[src/rtl/pipe_pkg.sv]
// Shared pipeline definitions: control-bundle bit map and default widths.
// Decode and every stage register pull their widths and bit indices from here.
package pipe_pkg;

  localparam int DATA_W_DEF = 32;
  localparam int REG_AW_DEF = 5;
  localparam int NUM_RD_DEF = 2;
  localparam int CNT_W_DEF  = 32;
  localparam int CTRL_W     = 9;

  // Control-bundle layout.
  localparam int REGDST_BIT   = 0;
  localparam int ALUSRC_BIT   = 1;
  localparam int MEMREAD_BIT  = 2;
  localparam int MEMWRITE_BIT = 3;
  localparam int MEMTOREG_BIT = 4;
  localparam int REGWRITE_BIT = 5;
  localparam int BRANCH_BIT   = 6;
  localparam int ALUOP_LSB    = 7;
  localparam int ALUOP_MSB    = 8;

  typedef enum logic [1:0] {
    ACT_LOAD  = 2'd0,
    ACT_STALL = 2'd1,
    ACT_FLUSH = 2'd2
  } id_ex_act_e;

endpackage

[src/rtl/id_ex_load_use_detect.sv]
// Combinational load-use comparator between the instruction in EX and the one in ID.
module id_ex_load_use_detect
  import pipe_pkg::*;
#(
  parameter int REG_AW = REG_AW_DEF
) (
  input  logic              ex_valid_i,
  input  logic              ex_memread_i,
  input  logic [REG_AW-1:0] ex_rt_i,
  input  logic              id_valid_i,
  input  logic [REG_AW-1:0] id_rs_i,
  input  logic [REG_AW-1:0] id_rt_i,
  output logic              load_use_o
);

  logic rt_nonzero;
  logic rt_match;

  // Register 0 is hard-wired, so a load into it never creates a dependency.
  assign rt_nonzero = (ex_rt_i != '0);
  assign rt_match   = (ex_rt_i == id_rs_i) || (ex_rt_i == id_rt_i);
  assign load_use_o = ex_valid_i & ex_memread_i & rt_nonzero & rt_match & id_valid_i;

endmodule

[src/rtl/id_ex_pipe_reg.sv]
// ID/EX pipeline register with stall hold, flush bubble, valid bit and load-use flag.
// Optional stall/flush event counters are compiled in with ID_EX_PERF_EN.
module id_ex_pipe_reg #(
  parameter int DATA_W      = pipe_pkg::DATA_W_DEF,
  parameter int REG_AW      = pipe_pkg::REG_AW_DEF,
  parameter int CTRL_W      = pipe_pkg::CTRL_W,
  parameter int NUM_RD      = pipe_pkg::NUM_RD_DEF,
  parameter int MEMREAD_BIT = pipe_pkg::MEMREAD_BIT
`ifdef ID_EX_PERF_EN
  , parameter int CNT_W     = pipe_pkg::CNT_W_DEF
`endif
) (
  input  logic                     clk,
  input  logic                     reset,
  input  logic                     in_valid,
  input  logic                     stall,
  input  logic                     flush,
  input  logic [CTRL_W-1:0]        ctrl_in,
  input  logic [DATA_W-1:0]        pc_next_in,
  input  logic [NUM_RD*DATA_W-1:0] rd_data_in,
  input  logic [DATA_W-1:0]        imm_in,
  input  logic [REG_AW-1:0]        rs_in,
  input  logic [REG_AW-1:0]        rt_in,
  input  logic [REG_AW-1:0]        rd_in,
  output logic                     valid_out,
  output logic [CTRL_W-1:0]        ctrl_out,
  output logic [DATA_W-1:0]        pc_next_out,
  output logic [DATA_W-1:0]        imm_out,
  output logic [NUM_RD*DATA_W-1:0] rd_data_out,
  output logic [REG_AW-1:0]        rs_out,
  output logic [REG_AW-1:0]        rt_out,
  output logic [REG_AW-1:0]        rd_out,
  output logic                     load_use_o
`ifdef ID_EX_PERF_EN
  , output logic [CNT_W-1:0]       stall_cnt_o,
  output logic [CNT_W-1:0]         flush_cnt_o
`endif
);

  pipe_pkg::id_ex_act_e act;

  logic                     valid_q,   valid_d;
  logic [CTRL_W-1:0]        ctrl_q,    ctrl_d;
  logic [DATA_W-1:0]        pc_next_q, pc_next_d;
  logic [DATA_W-1:0]        imm_q,     imm_d;
  logic [NUM_RD*DATA_W-1:0] rd_data_q, rd_data_d;
  logic [REG_AW-1:0]        rs_q,      rs_d;
  logic [REG_AW-1:0]        rt_q,      rt_d;
  logic [REG_AW-1:0]        rd_q,      rd_d;

  // Flush outranks stall so a squashed instruction cannot be held in EX.
  always_comb begin
    if (flush)      act = pipe_pkg::ACT_FLUSH;
    else if (stall) act = pipe_pkg::ACT_STALL;
    else            act = pipe_pkg::ACT_LOAD;
  end

  always_comb begin
    valid_d   = valid_q;
    ctrl_d    = ctrl_q;
    pc_next_d = pc_next_q;
    imm_d     = imm_q;
    rd_data_d = rd_data_q;
    rs_d      = rs_q;
    rt_d      = rt_q;
    rd_d      = rd_q;
    case (act)
      pipe_pkg::ACT_LOAD: begin
        valid_d   = in_valid;
        ctrl_d    = in_valid ? ctrl_in : '0;
        pc_next_d = pc_next_in;
        imm_d     = imm_in;
        rd_data_d = rd_data_in;
        rs_d      = rs_in;
        rt_d      = rt_in;
        rd_d      = rd_in;
      end
      // Data fields keep stale values; the zeroed bundle makes them harmless.
      pipe_pkg::ACT_FLUSH: begin
        valid_d = 1'b0;
        ctrl_d  = '0;
      end
      default: ;
    endcase
  end

  always_ff @(posedge clk or negedge reset) begin
    if (!reset) begin
      valid_q   <= 1'b0;
      ctrl_q    <= '0;
      pc_next_q <= '0;
      imm_q     <= '0;
      rd_data_q <= '0;
      rs_q      <= '0;
      rt_q      <= '0;
      rd_q      <= '0;
    end else begin
      valid_q   <= valid_d;
      ctrl_q    <= ctrl_d;
      pc_next_q <= pc_next_d;
      imm_q     <= imm_d;
      rd_data_q <= rd_data_d;
      rs_q      <= rs_d;
      rt_q      <= rt_d;
      rd_q      <= rd_d;
    end
  end

  assign valid_out   = valid_q;
  assign ctrl_out    = ctrl_q;
  assign pc_next_out = pc_next_q;
  assign imm_out     = imm_q;
  assign rd_data_out = rd_data_q;
  assign rs_out      = rs_q;
  assign rt_out      = rt_q;
  assign rd_out      = rd_q;

  id_ex_load_use_detect #(
    .REG_AW (REG_AW)
  ) u_load_use (
    .ex_valid_i   (valid_q),
    .ex_memread_i (ctrl_q[MEMREAD_BIT]),
    .ex_rt_i      (rt_q),
    .id_valid_i   (in_valid),
    .id_rs_i      (rs_in),
    .id_rt_i      (rt_in),
    .load_use_o   (load_use_o)
  );

`ifdef ID_EX_PERF_EN
  logic [CNT_W-1:0] stall_cnt_q, stall_cnt_d;
  logic [CNT_W-1:0] flush_cnt_q, flush_cnt_d;

  always_comb begin
    stall_cnt_d = stall_cnt_q;
    flush_cnt_d = flush_cnt_q;
    if (act == pipe_pkg::ACT_STALL && stall_cnt_q != '1) stall_cnt_d = stall_cnt_q + CNT_W'(1);
    if (act == pipe_pkg::ACT_FLUSH && flush_cnt_q != '1) flush_cnt_d = flush_cnt_q + CNT_W'(1);
  end

  always_ff @(posedge clk or negedge reset) begin
    if (!reset) begin
      stall_cnt_q <= '0;
      flush_cnt_q <= '0;
    end else begin
      stall_cnt_q <= stall_cnt_d;
      flush_cnt_q <= flush_cnt_d;
    end
  end

  assign stall_cnt_o = stall_cnt_q;
  assign flush_cnt_o = flush_cnt_q;
`endif

endmodule

[config.mk]
export PLATFORM = sky130hd
export DESIGN_NAME = id_ex_pipe_reg
export DESIGN_NICKNAME = d
export VERILOG_FILES = /design/src/rtl/pipe_pkg.sv /design/src/rtl/id_ex_load_use_detect.sv /design/src/rtl/id_ex_pipe_reg.sv
export SDC_FILE = /design/constraint.sdc
export NUM_CORES = 1
export LEC_CHECK = 0
export CORE_UTILIZATION = 39
export DETAILED_ROUTE_END_ITERATION = 12
export PLACE_DENSITY = 0.84
export SLEW_MARGIN = 20
export SYNTH_ARGS = -nofsm -noshare
export SYNTH_HDL_FRONTEND = slang
export SYNTH_SLANG_ARGS = --single-unit
[constraint.sdc]
create_clock -name clk -period 1.5 [get_ports clk]
set_input_delay 0.225 -clock clk [delete_from_list [all_inputs] [get_ports clk]]
set_output_delay 0.225 -clock clk [all_outputs]
set_load 0.01 [all_outputs]
[After elaboration in Yosys (flattened, before gate mapping)]
Cells that the tools add are included.
Word-level totals
  output and inout bits: 154
  bits of input ports: 157
  logic and storage cells: 24
  register bits after elaboration: 153
Cells by class
  muxes and demuxes: 5
  bitwise gates (word level): 4
  equality and inequality tests: 3
  reductions and logical operators: 4
Operators with widths (number)
  case mux 9 bit (2 select lines): 1
  == test 5 bit: 2
  2-to-1 mux 9 bit: 1
  nonzero test 5 bit: 1
  bitwise AND 1 bit: 4
  == test 2 bit (second input constant): 1
  zero test 2 bit: 1
  2-to-1 mux 2 bit: 1
  case mux 1 bit (2 select lines): 1
  nonzero test 2 bit: 1
  logical OR 1 bit: 1
  2-to-1 mux 1 bit: 1

[Logic depth before layout (Yosys ltp)]
Gate-level depths: netlist (run 1).
  depth after elaboration: 4
  mapped depth: 4
  depth with buffers taken out: 4

[Cells and area by module]
From an unflattened synthesis (run 1), not the netlist that was laid out.
Second synthesis, totals
  cells, all modules: 345
  area total of the unflattened synthesis: 5825.6 um^2
By module, submodules not included
  id_ex_pipe_reg: times used 1, seq. area each 3828.7 um^2, cells an instance 328, area an instance 5696.7 um^2
  id_ex_load_use_detect: times used 1, seq. area each 0.0 um^2, cells an instance 17, area an instance 128.9 um^2

[Worst setup path after synthesis (run 1)]
OpenSTA, ideal clock, no wires.
  path type: register to output
  from: reg rt_q[0], in the netlist rt_out[0]
  to: out load_use_o
  cell stages (with the launch flop): 4
  data required time: 1.275 ns
  arrival: 1.220 ns
  path slack: 0.055 ns
  buffers on the path: 0
  cell sequence: dfrtp_1 > or4_1 > o2111ai_1 > a21oi_1
Between the ends
  cells in the longest elaborated chain, start to end: 4
  elaborated cells on any way between the ends: 7
  classes of those cells: 2 x eq/ne; 3 x bitwise; 2 x reduce/logical
Ends and longest elaborated chain
  from (decl): RTL line id_ex_pipe_reg.sv:48  | logic [REG_AW-1:0] rt_q, rt_d;
  from (signal assigned): RTL line id_ex_pipe_reg.sv:104  | rt_q <= rt_d;
  nonzero test 5 bit / == test 5 bit (equally long branches): RTL line id_ex_load_use_detect.sv:20, id_ex_load_use_detect.sv:21
  bitwise AND 1 bit / logical OR 1 bit (equally long branches): RTL line id_ex_load_use_detect.sv:22, id_ex_load_use_detect.sv:21
  bitwise AND 1 bit (*) (2 in series): RTL line id_ex_load_use_detect.sv:22  | assign load_use_o = ex_valid_i & ex_memread_i & rt_nonzero & rt_match & id_valid_i;
  to (decl): RTL line id_ex_pipe_reg.sv:33  | output logic load_use_o
Mark *: on every way between the ends. The rest lies on a longest branch, timed or not.

[Worst setup path after layout (run 1)]
  from: reg rt_q[3], in the netlist rt_out[3]
  to: out load_use_o
The elaborated chain is that of the path after synthesis.

==> impl_metrics.ini, run 1 <==
[synthesis]
ys_seq_elements = 153
yosysWarnings = 0
synth_area_um2 = 5840
synth_nets = 513
syn_inst = 356
yosysUniqueCellTypes = 19
postSynthAreaPerCell_um2 = 16.4
ys_seq_area_share_pct = 65.6

[detailed_routing]
vias_per_cell = 4.80
wl_um = 15900
ant_nets = 0
drc = 0
drtPass1Iterations = 4
wl_per_cell_um = 17.6
vias = 4338
first_iter_violations = 137

[worst_setup_path]
startpoint = rt_out[3]
crit_end = load_use_o
r2r_slack_ns = 0.46
cp_num_cells = 4
crit_slowest_cell = or4_4
crit_family = simple AND/OR/NAND/NOR gates
crit_type = register to primary output
r2r_end = rt_out[2]
endpoint_kind = primary output
worst-path-max-fanout = 2
r2r-start = rt_out[2]
worstPathRequired_ns = 1.27
crit_arrival_ns = 1.75
slowest_delay_ns = 0.55
crit_chain = or4_4, o2111ai_4, a21oi_2, buf_2
rr_worst_depth = 3
cp-start-kind = register
critPathBufInv = 1

[final_layout]
fin_nets = 863
design_area_um2 = 9860
diodes = 0
seqCellArea_um2 = 3830
area_growth_pct = 68.9
n_fill_cell = 1061
layout_common_cells = clkdlybuf4s50_1, dfrtp_1, dlygate4sd2_1
final_common_cell = clkdlybuf4s50_1
drive_gt1_share_pct = 20.6
multi_input_area_um2 = 1900

[power]
p_total_mw = 11.8
powerDensity_nw_per_um2 = 1190
ir_drop_v = 0.000712
leakagePower_nw = 4.42

[floorplan]
dieArea_um2 = 15500
io_pins = 311
start_util_pct = 40.0
core_area_um2 = 14600
die_w_um = 124
fp-row-count = 44
die_h_um = 124

[grt]
grt_pass1_vias = 4751
grt_pass1_wl_um = 25500
antenna_found_initial = 0
overflow = 0
track_usage_pct = 21.4
grt_max_degree = 46

[cts]
cts-root-buf = clkbuf_16
cts_made_buffers = 17
cts_htree_levels = 4
cts.reportedPaths.clkPinSlew_ns = 0.06
clock_sink_count = 153
cts_tree = built
clk-insertion-delay-late_ns = 0.42
cts_buffer_depth = 2

[sta]
setup_violations = 1
setup_ws_ns = -0.478
drv_slew = 0
period_minus_slack_ns = 1.98
finalHoldViolCount = 0
tightest_slew_ns = 0.659
holdWs_ns = 0.299
fmax_ghz = 0.505
fin_crit_sh_pct = 132
rsz0062_at_grt = yes
fin_skew_ns = 0
max-slew-margin-rel_pct = 56.0

[placed_design]
port-buffer-count = 310
post-dp-hpwl_um = 12100
place_congestion = 0.767
placed_cell_area_um2 = 9410

[run_status]
status = finished, violations left
violations = setup timing

[worst_hold_path]
hp-class = primary input to async pin

[flow_run]
cap_violations = 0
through the flow:
stage	utilization, %	std cells	setup TNS [ns]	setup slack, ns
5_1_grt	67.6	903	-0.585	-0.585
6_report	67.6	903	-0.478	-0.478
2_1_floorplan	-	356	0	0.0546
3_5_place_dp	64.5	868	-29.87	-0.566
4_1_cts	67.4	903	-0.467	-0.467
3_3_place_gp	64.5	868	-26.68	-0.554
worst min path at each step:
stage	startpoint	to	slack (ns)	cells past startpoint
after floorplan	reset	ctrl_out[0]	-0.07	0
after global placement	reset	ctrl_out[5]	0.19	1
after detailed placement	reset	ctrl_out[8]	0.19	1
after CTS	reset	ctrl_out[8]	0.30	2
after global routing	reset	ctrl_out[5]	0.32	2
final	reset	ctrl_out[8]	0.30	2
flip-flops by register name, summed over array words and instances, names as in the netlist:
signal,cells
valid_out,1
ctrl_out,9
rt_out,5
imm_out,32
rd_out,5
rd_data_out,64
pc_next_out,32
rs_out,5
layout make-up:
class	count	share of cell area, %
clock inverter	11	1.48
multi-input combinational	184	19.3
sequential	153	38.8
clock buffer	21	4.47
tap	184	2.33
timing repair buffer	350	33.6
cells in the mapped netlist:
master,n,area (um2)
dfrtp_1,153,3830
mux2_2,73,822
mux2_1,70,788
nor2_1,11,41.3
a22oi_1,8,60.1
buf_6,8,90.1
buf_2,7,35.0
xor2_1,6,52.6
xnor2_1,4,35.0
a21oi_1,3,15.0
clkbuf_1,3,11.3
nand3_1,2,10.0
nor3_1,2,10.0
buf_4,1,7.51
nand2_1,1,3.75
nor2_2,1,6.26
nor2b_1,1,6.26
o2111ai_1,1,8.76
or4_1,1,7.51
per-layer routing:
metal	part of all wire, %	vias up	track usage, %
met4	3.2	0	10.6
met2	52	214	37.2
met5	0	-	0
met1	35	2131	22.2
li1	-	1956	-
met3	9.2	37	8.85
cells by family after synthesis:
logic type / share of synthesized area (%)
AOI/OAI and AO/OA: 1.44
DFF: 65.6
and+or+nand+nor: 1.46
buffers and inverters: 2.46
muxes: 27.6
xor gates and xnor gates: 1.50
worst reg2reg max path, stage by stage, from the launching register on:
cell and delay (ns):
dfrtp_1 0.38, buf_4 0.15, buf_4 0.13, mux2_2 0.26
power breakdown:
part | switching [mW] | leakage [nW] | internal (mW)
combinational | 1.04 | 2.33 | 1.46
clock | 1.65 | 0.281 | 2.62
sequential | 0.290 | 1.81 | 4.71
timing repair:
item | in CTS | in global routing
cloned | 0 | 0
endpoints found under the hold margin | 37 | 0
endpoints found under the setup margin | 154 | 4
setup buffers | 2 | 0
resized for setup | 164 | 6
hold buffers | 1 | 0
pin swaps | 1 | 5
No activity file was read; power rests on OpenSTA's default activity.
==> run 2, diff against run 1 <==
--- a/config.mk
+++ b/config.mk
@@ -5,6 +5,7 @@
 export SDC_FILE = /design/constraint.sdc
 export NUM_CORES = 1
 export LEC_CHECK = 0
+export CORE_ASPECT_RATIO = 1.5
 export CORE_UTILIZATION = 39
 export DETAILED_ROUTE_END_ITERATION = 12
 export PLACE_DENSITY = 0.84
==> run 2 against run 1 <==
Net effect: the run still ends with setup timing left; clock skew stayed put; hold slack got worse by 0.0057 ns; clock-buffer cell count is 2 lower; setup slack gained 0.020 ns; largest cell class unchanged.
==> impl_metrics.ini, run 2 (same netlist as run 1, synthesis figures left out) <==
[sta]
finalHoldViolCount = 0
fmax_ghz = 0.511
holdWs_ns = 0.294
drv_slew = 0
setup_violations = 1
setup_ws_ns = -0.459
rsz0062_at_grt = yes
fin_skew_ns = 0
max-slew-margin-rel_pct = 74.5
period_minus_slack_ns = 1.96
fin_crit_sh_pct = 131
tightest_slew_ns = 0.383

[run_status]
violations = setup timing
status = finished, violations left

[worst_setup_path]
crit_type = register to primary output
worst-path-max-fanout = 3
r2r_slack_ns = 0.46
crit_arrival_ns = 1.73
rr_worst_depth = 3
r2r-start = rt_out[2]
r2r_end = rt_out[2]
endpoint_kind = primary output
cp-start-kind = register
startpoint = rt_out[2]
worstPathRequired_ns = 1.27

[placed_design]
place_congestion = 0.839
post-place-ws_ns = -0.592
post-dp-hpwl_um = 12500
port-buffer-count = 310

[grt]
antenna_found_initial = 0
grt_pass1_wl_um = 24700
grt_max_degree = 61
overflow = 0
grt_pass1_vias = 4712
track_usage_pct = 21.3

[detailed_routing]
drc = 0
wl_met3_um = 1430
wl_met1_um = 5490
routed.top_layer = met4
vias = 4307
met2_length_um = 8690
first_iter_violations = 113
wl_um = 16200
vias_per_cell = 4.79
ant_nets = 0
wl_per_cell_um = 18.0
drtPass1Iterations = 4

[worst_hold_path]
hp-class = primary input to async pin

[final_layout]
final_common_cell = clkdlybuf4s50_1
diodes = 0
fin_nets = 848
drive_gt1_share_pct = 19.7
largest_register_ffs = 64
area_growth_pct = 67.3
layout_common_cells = clkdlybuf4s50_1, dfrtp_1, dlygate4sd2_1

[floorplan]
fp-row-count = 54
io_pins = 311
die_w_um = 102
start_util_pct = 40.0
core_area_um2 = 14600
dieArea_um2 = 15500
die_h_um = 152

[cts]
cts-root-buf = clkbuf_16
cts_buffer_depth = 2
clk-insertion-delay-late_ns = 0.41
cts_tree = built
clock_sink_count = 153
cts_made_buffers = 17
cts.reportedPaths.clkPinSlew_ns = 0.06
cts_htree_levels = 4

[power]
ir_drop_v = 0.000749
p_total_mw = 11.7
leakagePower_nw = 4.36
powerDensity_nw_per_um2 = 1200

[flow_run]
cap_violations = 0
run 2: cell types whose count changed in the layout (fill, tap and decap cells not counted), sizes merged:
cell / before / now
clkdlybuf4s15: 4 / 2
buf: 42 / 26
bufinv: 3 / 1
clkbuf: 21 / 19
clkinvlp: 2 / 1
inv: 1 / 6
dlygate4sd2: 148 / 151
run 2: per-stage QoR:
stage	util, %	cells	instance area, um2	TNS, ns
floorplan	-	356	5840	0
global placement	63.7	863	9300	-27.88
detailed placement	63.7	863	9300	-31.74
CTS	66.7	899	9740	-0.496
global route	66.9	900	9770	-0.519
finish	66.9	900	9770	-0.459
run 2: cell type report:
| type | instances | area (um2) |
|---|---|---|
| clock buffers | 19 | 453 |
| fillers | 1136 | 4830 |
| multi-input cells | 184 | 1900 |
| flip-flops and latches | 153 | 3830 |
| well taps | 196 | 245 |
| clock inverters | 13 | 134 |
| repair buffers | 335 | 3200 |
run 2: where the power goes:
group          switching (mW)  leakage [nW]  internal (mW)
sequential              0.291          1.81           4.71
combinational            1.04          2.26           1.43
clock                    1.78         0.290           2.42
total                    3.11          4.36           8.57
run 2: worst max-delay path by stage:
stage | slack [ns] | endpoint | cells after the start
floorplan | 0.05 | load_use_o | 3
CTS | -0.50 | load_use_o | 4
finish | -0.46 | load_use_o | 4
global placement | -0.56 | load_use_o | 6
detailed placement | -0.59 | load_use_o | 6
global route | -0.51 | load_use_o | 4
run 2: critical path, stage by stage (launching register included):
cell,delay (ns)
dfrtp_2,0.41
or4_4,0.53
o2111ai_4,0.20
a21oi_2,0.05
buf_2,0.14
run 2: routing by layer:
metal  track usage (%)  up-vias
met2              39.1      224
met5                 0        -
met4              9.32        0
met3              7.31       46
met1              20.9     2105
li1                  -     1932
run 2: what timing repair did:
item,in CTS,in global routing
setup endpoints to repair,154,4
buffers inserted,3,1
hold buffers,1,0
pin swaps,2,4
resized for setup,161,6
hold endpoints to repair,35,0
